<file path="config.mk">
export PLATFORM = sky130hd
export DESIGN_NAME = norm_check_ctrl
export DESIGN_NICKNAME = d
export VERILOG_FILES = /design/src/rtl/norm_check_ctrl_pkg.sv /design/src/rtl/norm_check_ctrl_norm_check.sv /design/src/rtl/norm_check_ctrl.sv
export SDC_FILE = /design/constraint.sdc
export NUM_CORES = 1
export LEC_CHECK = 0
export BUFFER_PORTS_ARGS = -buffer_cell sky130_fd_sc_hd__buf_2
export CAP_MARGIN = 25
export CORE_MARGIN = 1.5
export CORE_UTILIZATION = 53
export CTS_CLUSTER_DIAMETER = 150
export DETAILED_ROUTE_END_ITERATION = 12
export GPL_ROUTABILITY_DRIVEN = 0
export GPL_TIMING_DRIVEN = 0
export PLACE_DENSITY = 0.81
export SLEW_MARGIN = 10
export SYNTH_ARGS = -nofsm -noshare
export SYNTH_HDL_FRONTEND = slang
export SYNTH_SLANG_ARGS = --single-unit
</file>
<file path="constraint.sdc">
create_clock -name clk -period 3.7 [get_ports clk]
set_input_delay 1.11 -clock clk [delete_from_list [all_inputs] [get_ports clk]]
set_output_delay 1.11 -clock clk [all_outputs]
set_load 0.05 [all_outputs]
</file>
<file path="src/rtl/norm_check_ctrl_pkg.sv">
// Dilithium constants shared by the norm-check sequencer: modulus, per-level
// gamma/beta/K/L, mode codes and the bound/poly-count helpers.
package norm_check_ctrl_pkg;

    localparam int unsigned Q       = 8380417;
    localparam int unsigned N_COEFF = 256;

    localparam logic [1:0] MODE_G2_SUB_BETA = 2'd0;
    localparam logic [1:0] MODE_G1_SUB_BETA = 2'd1;
    localparam logic [1:0] MODE_G2          = 2'd2;

    localparam logic [23:0] GAMMA1_L2  = 24'd131072;
    localparam logic [23:0] GAMMA1_L35 = 24'd524288;
    localparam logic [23:0] GAMMA2_L2  = 24'd95232;
    localparam logic [23:0] GAMMA2_L35 = 24'd261888;
    localparam logic [23:0] BETA_L2    = 24'd78;
    localparam logic [23:0] BETA_L3    = 24'd196;
    localparam logic [23:0] BETA_L5    = 24'd120;

    localparam logic [3:0] K_L2 = 4'd4, K_L3 = 4'd6, K_L5 = 4'd8;
    localparam logic [3:0] L_L2 = 4'd4, L_L3 = 4'd5, L_L5 = 4'd7;

    typedef enum logic [1:0] {ST_IDLE, ST_RUN, ST_FLUSH, ST_DONE} state_e;

    // Unknown security levels fall back to level 5.
    function automatic logic [3:0] polys_for(input logic [2:0] sec_lvl, input logic [1:0] mode);
        logic [3:0] k;
        logic [3:0] l;
        case (sec_lvl)
            3'd2:    begin k = K_L2; l = L_L2; end
            3'd3:    begin k = K_L3; l = L_L3; end
            default: begin k = K_L5; l = L_L5; end
        endcase
        return (mode == MODE_G1_SUB_BETA) ? l : k;
    endfunction

    function automatic logic [23:0] bound_for(input logic [2:0] sec_lvl, input logic [1:0] mode);
        logic [23:0] g1;
        logic [23:0] g2;
        logic [23:0] b;
        case (sec_lvl)
            3'd2:    begin g1 = GAMMA1_L2;  g2 = GAMMA2_L2;  b = BETA_L2; end
            3'd3:    begin g1 = GAMMA1_L35; g2 = GAMMA2_L35; b = BETA_L3; end
            default: begin g1 = GAMMA1_L35; g2 = GAMMA2_L35; b = BETA_L5; end
        endcase
        case (mode)
            MODE_G2_SUB_BETA: return g2 - b;
            MODE_G1_SUB_BETA: return g1 - b;
            default:          return g2;
        endcase
    endfunction

endpackage

</file>
<file path="src/rtl/norm_check_ctrl_norm_check.sv">
// Combinational infinity-norm bound compare over one stream word: rejects when
// any centered lane magnitude reaches the bound selected by level and mode.
module norm_check
    import norm_check_ctrl_pkg::*;
#(
    parameter int LANES = 4,
    parameter int CW    = 24
) (
    input  logic                validi,
    input  logic [LANES*CW-1:0] di,
    input  logic [2:0]          sec_lvl,
    input  logic [1:0]          mode,
    output logic                rej
);

    localparam logic [CW-1:0] QW   = CW'(Q);
    localparam logic [CW-1:0] HALF = CW'((Q - 1) / 2);

    logic [CW-1:0]    bound;
    logic [LANES-1:0] over;

    assign bound = CW'(bound_for(sec_lvl, mode));

    // Values above (q-1)/2 represent negatives; out-of-range inputs always reject.
    for (genvar i = 0; i < LANES; i++) begin : g_lane
        logic [CW-1:0] c;
        logic [CW-1:0] mag;
        assign c       = di[i*CW +: CW];
        assign mag     = (c > HALF) ? QW - c : c;
        assign over[i] = (c >= QW) || (mag >= bound);
    end

    assign rej = validi && (|over);

endmodule

</file>
<file path="src/rtl/norm_check_ctrl.sv">
// Sequences one norm-bound check over a full polynomial vector: counts words and
// polys, folds per-word rejects into a sticky flag and reports done/rej.
module norm_check_ctrl
    import norm_check_ctrl_pkg::*;
#(
    parameter int LANES      = 4,
    parameter int CW         = 24,
    parameter int N          = N_COEFF,
    parameter int EARLY_EXIT = 1
) (
    input  logic                clk,
    input  logic                rst_n,
    input  logic                start,
    input  logic [2:0]          sec_lvl,
    input  logic [1:0]          mode,
    input  logic                validi,
    input  logic [LANES*CW-1:0] di,
    output logic                readyo,
    output logic                busy,
    output logic                done,
    output logic                rej
);

    localparam logic [5:0] LAST_WORD = 6'(N / LANES - 1);

    state_e     state;
    logic [5:0] word_cnt;
    logic [2:0] poly_cnt;
    logic [2:0] last_poly;
    logic [2:0] lvl_q;
    logic [1:0] mode_q;
    logic       hit_q;
    logic       sticky;
    logic       xfer;
    logic       nc_rej;
    logic       exit_now;

    assign xfer = validi && readyo;

    norm_check #(.LANES(LANES), .CW(CW)) u_norm (
        .validi  (xfer),
        .di      (di),
        .sec_lvl (lvl_q),
        .mode    (mode_q),
        .rej     (nc_rej)
    );

    assign exit_now = xfer && (((word_cnt == LAST_WORD) && (poly_cnt == last_poly))
                               || ((EARLY_EXIT != 0) && nc_rej));

    always_ff @(posedge clk or negedge rst_n) begin
        if (!rst_n) begin
            state     <= ST_IDLE;
            readyo    <= 1'b0;
            busy      <= 1'b0;
            done      <= 1'b0;
            rej       <= 1'b0;
            word_cnt  <= '0;
            poly_cnt  <= '0;
            last_poly <= '0;
            lvl_q     <= '0;
            mode_q    <= '0;
            hit_q     <= 1'b0;
            sticky    <= 1'b0;
        end else begin
            done <= 1'b0;
            case (state)
                ST_IDLE: if (start) begin
                    lvl_q     <= sec_lvl;
                    mode_q    <= mode;
                    last_poly <= 3'(polys_for(sec_lvl, mode) - 4'd1);
                    word_cnt  <= '0;
                    poly_cnt  <= '0;
                    hit_q     <= 1'b0;
                    sticky    <= 1'b0;
                    rej       <= 1'b0;
                    busy      <= 1'b1;
                    readyo    <= 1'b1;
                    state     <= ST_RUN;
                end
                ST_RUN: begin
                    hit_q  <= nc_rej;
                    sticky <= sticky | hit_q;
                    if (xfer) begin
                        word_cnt <= word_cnt + 6'd1;
                        if (word_cnt == LAST_WORD) poly_cnt <= poly_cnt + 3'd1;
                    end
                    if (exit_now) begin
                        readyo <= 1'b0;
                        state  <= ST_FLUSH;
                    end
                end
                ST_FLUSH: begin
                    // The final word's hit is still in hit_q here.
                    sticky <= sticky | hit_q;
                    rej    <= sticky | hit_q;
                    hit_q  <= 1'b0;
                    done   <= 1'b1;
                    state  <= ST_DONE;
                end
                ST_DONE: begin
                    busy  <= 1'b0;
                    state <= ST_IDLE;
                end
                default: state <= ST_IDLE;
            endcase
        end
    end

endmodule
</file>
==> impl_results.md, run 1 <==
* Count leader, synth: nand2_1
* Placed cells at 915
* Final nets at just under 1,000
* Initial antenna violation count at 0
* Post-synthesis cell type count at 71
* Sequential area share after synthesis at 12.4%
* Min Tclk post-route at around 4.7 ns
* Max Cap Violations at 0
* Sw power at between 1000 and 1500 uW
* Top cells by area, synth: ha_1 16%, dfrtp_1 12%, xnor2_1 6.2%
* Final Cycle Share at 127%
* Port Buffers at 106
* Internal power at 1190 uW
* Setup TNS at -3.88 ns
* Core ar. at about 0.0092 mm2
* Setup ws final at -1.00 ns
* Flop2flop setup slack at -0.47 ns
* Max-slew headroom at approximately a quarter
* TritonCTS Buffers at 3
* Via count at ~6,000
* H-Tree Depth at 1
* Prevailing post-synth register cell: dfrtp_1
* Longest Clk Path Bufs at 2
* Gr ovfl total at 0
* Gr usage total at approximately 30%
* Syn nets at 848
* Vias per cell at 6.38
* Synth warnings at 0
* Worst Path Arrival at ~4.9 ns
* # setup viols final at 4
* WL final at roughly 16,000 um
* Total design power at between 2000 and 2500 uW
* Post-Syn Instances at 680
* Final Hold Fails at 0
* Skew final at around 0.0051 ns
* Critical Path RT at slightly below 4 ns
* Area of the mapped netlist at between 0.005 and 0.006 mm2
* P_leak at between 0.002 and 0.003 uW
* # clock sinks at 25
* Starting density of the core at 54.7%
* Drc violations at 0
* CP Capture Type: flip-flop
* P&R area growth vs syn at 22.7%
* Die W at 101 um
* Clock share of power at roughly 6.6%
* Clock transition at path regs at about 0.09 ns
* CTS Root Buffer Type: clkbuf_8
* Post-synth top area share at 15.6%
* Drt pass-1 iters at 6
* Ant. Diodes at 0
* Die Y at between 100 and 150 um
* Crit path largest cell delay at 0.56 ns
* Dpl ws at -1.72 ns
* Flops & latches, synth at 25
* Initial DRC Count at ~320
* Async SR Flop Fraction at 100%
* Layout cells sized above 1 at 23.5%
* Synth area leader: ha_1
* CTS tree: built
* Run status: finished with violations
* Largest net degree at the start of global routing at 26
* Fin cells at ~940
* Critical Path Source Type: input pin
* Slew Limit Fails at 0
* CP max FO at 5
* Commonest cells in the netlist: 70 x nand2_1, 63 x ha_1, 51 x nor2_1, 41 x o21ai_0, 36 x xnor2_1
* Flop pwr share at 19.4%
* Switch share at between 50% and 60%
* Critical Path Slowest Stage Cell: or4_4
* Maximum vdd drop at slightly below 300 uV
* HPWL after detailed placement at 12,400 um
* Combinational share of power at 73.9%
* Slew @ Worst Pin at between 1 and 1.5 ns
* Layout Utilization at between 60% and 70%
* Row cnt at 35
* RSZ-0062 raised after global routing: yes
* Fmax at approximately 210 MHz
* Mean post-synth cell area at 7.43 um2
* WL per Instance at 16.9 um
* Total I/O pin count at about 110
* Worst hold-check path type: reg2reg
* Die Area at 0.0101 mm2
* Vias in the first global route at between 5,000 and 6,000
* Pwr Density at between 300 and 400 mW/mm2
* First-pass GRT wire length at about 25,000 um
* DRT antenna net count at 0
* CP Cell Sequence: buf_8 -> or4_4 -> nor4_4 -> o21a_1 -> buf_8 -> buf_6 -> nor2_2 -> xor2_1 -> ha_1 -> nand2_1 -> o21ai_2 -> a31oi_1 -> nor3_1 -> a31oi_1 -> or4_4 -> and4b_4 -> and2_4 -> o311a_1
* Worst-Skew Late Latency at approximately 0.27 ns
* Post-synth EDFFs at 0
* Kind of critical path: in2reg
* Failing checks: negative setup slack
==> kinds of logic (layout without fill, tap and decap cells) <==
family / Yosys count / in the layout / share of synthesized area [%]
and+or+nand+nor: 305 / 305 / 32.6
AOI/OAI and AO/OA: 179 / 179 / 23.7
buffers and inverters: 36 / 165 / 2.82
xor gates and xnor gates: 62 / 62 / 10.7
muxes: 10 / 10 / 2.13
DFF: 25 / 25 / 12.4
adders and majority gates: 63 / 63 / 15.6
==> power by group through the flow <==
stage	logic [uW]	registers (uW)	clock network, uW
final	1790	470	160
after global routing	1980	486	176
after CTS	1680	469	166
after detailed placement	1620	475	0
after global placement	1540	465	0
after floorplan	1090	524	0
==> layer usage <==
layer	global-route usage [%]	vias to the layer above	routed length [um]
li1	-	2863	-
met1	37.0	2750	6310
met2	53.5	299	7770
met3	2.91	69	1170
met4	11.8	0	603
met5	0	-	0
==> through the flow <==
step           hold slack, ns  cell area [um2]
3_3_place_gp            0.481             5790
2_1_floorplan           0.466             5100
5_1_grt                 0.518             6200
3_5_place_dp            0.486             5790
4_1_cts                 0.507             6040
6_report                0.504             6200
==> registers in the layout (all words and copies together) (netlist names) <==
register,cells
busy,1
done,1
hit_q,1
last_poly,3
lvl_q,3
mode_q,2
poly_cnt,3
readyo,1
rej,1
state,2
sticky,1
word_cnt,6
==> repair_timing <==
action | 4_1_cts | 5_1_grt
setup buffers | 13 | 9
endpoints found under the setup margin | 4 | 4
hold buffers | 0 | 0
pin swaps | 20 | 14
resized for setup | 28 | 20
==> cell type report <==
class / count / area, um2
Multi-Input combinational cell: 619 / 4510
Clock buffer: 3 / 41.3
Tap cell: 129 / 161
Timing Repair Buffer: 128 / 722
Fill cell: 794 / 3040
Clock inverter: 1 / 5.00
Sequential cell: 25 / 626
Inverter: 23 / 86.3
Buffer: 10 / 51.3
==> worst paths after layout <==
| kind | startpoint | end | cells past startpoint |
|---|---|---|---|
| worst max-delay path | di[35] | state[0] | 18 |
| worst min-delay path | lvl_q[1] | lvl_q[1] | 1 |
| worst max register to register | lvl_q[2] | state[0] | 12 |
| min in group asynchronous | rst_n | word_cnt[5] | 1 |
| worst min register to register | lvl_q[1] | lvl_q[1] | 1 |
| max in group asynchronous | rst_n | state[0] | 1 |
==> cell usage in the layout (no fill, tap or decap), types with 10 or more instances in the layout <==
cell	count
nand3_1	29
nand4_1	20
a31oi_1	14
o31ai_1	11
buf_2	104
nor3_1	14
or3_1	12
nand2_1	70
inv_1	23
nor2_1	49
nor2b_1	10
xnor2_1	36
dfrtp_1	25
buf_4	21
and3_1	13
xor2_1	25
nand2b_1	12
nor4_1	14
a21oi_1	32
ha_1	63
o21ai_0	40
==> worst max-delay path: cells and delay by family <==
| family | cells | cell delay [ns] |
|---|---|---|
| and+or+nand+nor | 8 | 2.08 |
| xor gates and xnor gates | 1 | 0.17 |
| adders and majority gates | 1 | 0.32 |
| AOI/OAI and AO/OA | 5 | 0.83 |
| buffers and inverters | 3 | 0.32 |
(Power assumes the default switching activity.)
==> inputs of run 2 (changes only) <==
--- a/config.mk
+++ b/config.mk
@@ -5,6 +5,7 @@
 export SDC_FILE = /design/constraint.sdc
 export NUM_CORES = 1
 export LEC_CHECK = 0
+export ABC_AREA = 1
 export BUFFER_PORTS_ARGS = -buffer_cell sky130_fd_sc_hd__buf_2
 export CAP_MARGIN = 25
 export CORE_MARGIN = 1.5
@@ -13,7 +14,7 @@
 export DETAILED_ROUTE_END_ITERATION = 12
 export GPL_ROUTABILITY_DRIVEN = 0
 export GPL_TIMING_DRIVEN = 0
-export PLACE_DENSITY = 0.81
+export PLACE_DENSITY = 0.8
 export SLEW_MARGIN = 10
 export SYNTH_ARGS = -nofsm -noshare
 export SYNTH_HDL_FRONTEND = slang
==> impl_results.md, run 2 <==
* Run status: completed
* Synth area leader: nand2_1
* Drc violations at 0
* WL final at between 15,000 and 20,000 um
* CP Capture Type: flip-flop
* Total I/O pin count at approximately 110
* Kind of critical path: in2reg
* Critical Path Source Type: input pin
* Hold path start: sticky
* Dpl ws at -0.674 ns
* CP max FO at 5
* Post-synth EDFFs at 0
* Critical Path Slowest Stage Cell: ha_1
* Crit path largest cell delay at 0.28 ns
* DRT antenna net count at 0
* Fmax at approximately 270 MHz
* Critical Path Stages at 23
* Crit-path leading delay family: simple AND/OR/NAND/NOR gates
* P&R area growth vs syn at 26.6%
* Setup ws final at 0.0264 ns
* Worst Path Arrival at 3.89 ns
* H-Tree Depth at 1
* Row cnt at 38
* Syn nets at about 1,200
* Vias per cell at ~5.3
* Critical Path RT at slightly below 4 ns
* WP buf/inv at 4
* Initial antenna violation count at 1
* Most flops, register: word_cnt
* Die Area at between 0.01 and 0.015 mm2
* RSZ-0062 raised after global routing: yes
* Drt pass-1 iters at 8
* # clock sinks at 25
* WL per Instance at ~13 um
* Port Buffers at 108
* Post-Syn Instances at around 1,000
* Layout Utilization at 68.9%
* Die W at about 110 um
* Commonest non-fill, non-tap cell in the layout: nand2_1
* Largest register FFs at 6
* Fin cells at ~1,300
* Synth warnings at 0
* Longest Clk Path Bufs at 2
* Layout cells sized above 1 at around a quarter
* Via count at between 7,000 and 8,000
* Commonest cells in the netlist: 312 x nand2_1, 153 x inv_1, 148 x nor2_1, 78 x nand3_1, 63 x ha_1
* Most frequent CP cell: nand2_1
* Hold Path Stages at 2
* TritonCTS Buffers at 3
* Min Tclk post-route at between 3 and 4 ns
* Final Cycle Share at between 90 and 100%
* CP Cell Sequence: buf_2 -> nor2_4 -> nand3_1 -> nor2_4 -> nand2_4 -> nand2_4 -> clkinv_4 -> buf_4 -> a21oi_1 -> xnor2_1 -> inv_1 -> ha_1 -> nand2_1 -> nor2_1 -> a211oi_1 -> nor2_1 -> o21ai_1 -> nand3_1 -> nor2_2 -> nand3_2 -> nand3_2 -> nand2_1 -> nand2_1
* Worst-Skew Late Latency at between 0.2 and 0.3 ns
* CTS tree: built
* Top cells by area, synth: nand2_1 20%, ha_1 13%, dfrtp_1 11%
* Setup TNS at 0 ns
* First-pass GRT wire length at approximately 26,000 um
* Skew final at roughly 0.0041 ns
* R2R depth at 18
* Sequential area share after synthesis at between 10% and 20%
* Count leader, synth: nand2_1
* Final Hold Fails at 0
* Placed cells at about 1,300
* HPWL after detailed placement at between 10,000 and 15,000 um
* Max-slew headroom at roughly a third
* Clock transition at path regs at around 0.080 ns
* Most frequent cells in the layout: 290 x nand2_1, 143 x inv_1, 123 x nor2_1
* Final nets at about 1,400
* Post-synth top area share at roughly 20%
* Gr usage total at between 20% and 30%
* Prevailing post-synth register cell: dfrtp_1
* Max Cap Violations at 0
* Starting density of the core at between 50% and 60%
* Post-CTS Hold Fix Bufs at 0
* CTS Root Buffer Type: clkbuf_8
* Largest net degree at the start of global routing at 26
* # setup viols final at 0
* Initial DRC Count at roughly 480
* Area of the mapped netlist at 0.00590 mm2
* Reg2reg start: lvl_q[2]
* Slew Limit Fails at 0
* Vias in the first global route at roughly 6,100
* Pwr Density at approximately 310 mW/mm2
* Slew @ Worst Pin at around 1 ns
* Maximum vdd drop at about 290 uV
* Gr ovfl total at 0
* Die Y at between 100 and 150 um
* Async SR Flop Fraction at between 90% and 100%
* Post-synthesis cell type count at 38
* P_leak at about 0.0042 uW
* Mean post-synth cell area at around 5.7 um2
* Worst hold-check path type: reg2reg
* Core ar. at approximately 0.011 mm2
* Worst setup startpoint: di[71]
* Flops & latches, synth at 25
==> run 2: cell count changes after synthesis, sizes merged, moves of 14 or more <==
cell	previous run	this run
a31oi	15	1
inv	23	159
nand2	70	328
nand3	29	83
nor2	51	168
nor4	22	0
or3	14	0
xnor2	36	16
==> run 2: area by class of cell <==
class / count / area [um2]
antenna: 1 / 2.50
buffer: 7 / 63.8
clock buffer: 3 / 41.3
clock inverter: 1 / 5.00
fill: 975 / 3370
inverter: 159 / 604
multi-input combinational: 846 / 4930
sequential: 25 / 626
tap: 140 / 175
timing repair buffer: 160 / 1020
==> run 2: stage by stage <==
stage | total power, uW | instance area [um2] | hold WS, ns
floorplan | 1610 | 5900 | 0.434
global placement | 2020 | 6610 | 0.448
detailed placement | 2060 | 6610 | 0.473
CTS | 2250 | 6860 | 0.494
global route | 2610 | 7470 | 0.500
finish | 2340 | 7470 | 0.484
==> run 2: what timing repair did <==
action | CTS | global route
pin swaps | 17 | 56
resized for setup | 22 | 122
setup endpoints to repair | 4 | 4
setup buffers | 19 | 32
==> run 2: worst paths after layout <==
| kind | endpoint | slack (ns) |
|---|---|---|
| setup reg to reg | state[0] | 0.03 |
| setup / recovery | state[0] | 0.03 |
| min in group asynchronous | word_cnt[2] | 0.81 |
| hold reg to reg | sticky | 0.48 |
| max in group asynchronous | hit_q | 2.52 |
| hold / removal | sticky | 0.48 |
==> run 2: worst min-delay path, cell delays in order (launching register included) <==
cell and delay, ns:
dfrtp_1 0.35, nand2_1 0.06, nand2_1 0.05
==> run 2: cells by family (layout without fill, tap and decap cells) <==
| logic type | count (synthesis) | after routing | synth area share [%] |
|---|---|---|---|
| XOR/XNOR | 54 | 54 | 8.02 |
| other | 0 | 1 | 0 |
| AO/OA/AOI/OAI | 94 | 94 | 8.68 |
| flip-flops | 25 | 25 | 10.6 |
| adder cells (fa/ha/maj) | 63 | 63 | 13.4 |
| buffers and inverters | 169 | 330 | 11.5 |
| AND/OR/NAND/NOR | 635 | 635 | 47.8 |
==> run 2: layer usage <==
layer  part of all wire, %  vias up  track usage (%)
li1                      -     3626                -
met1                    43     3169             34.9
met2                    49      264             47.8
met3                   5.9       51             2.71
met4                   2.8        0             7.71
met5                     0        -                0
==> run 2: report_power, final <==
part           total (uW)  leakage [uW]  internal [uW]  switching, uW
registers             456      0.000322            379           77.4
logic                1720       0.00387            636           1080
clock network         163     0.0000255           75.4           87.5
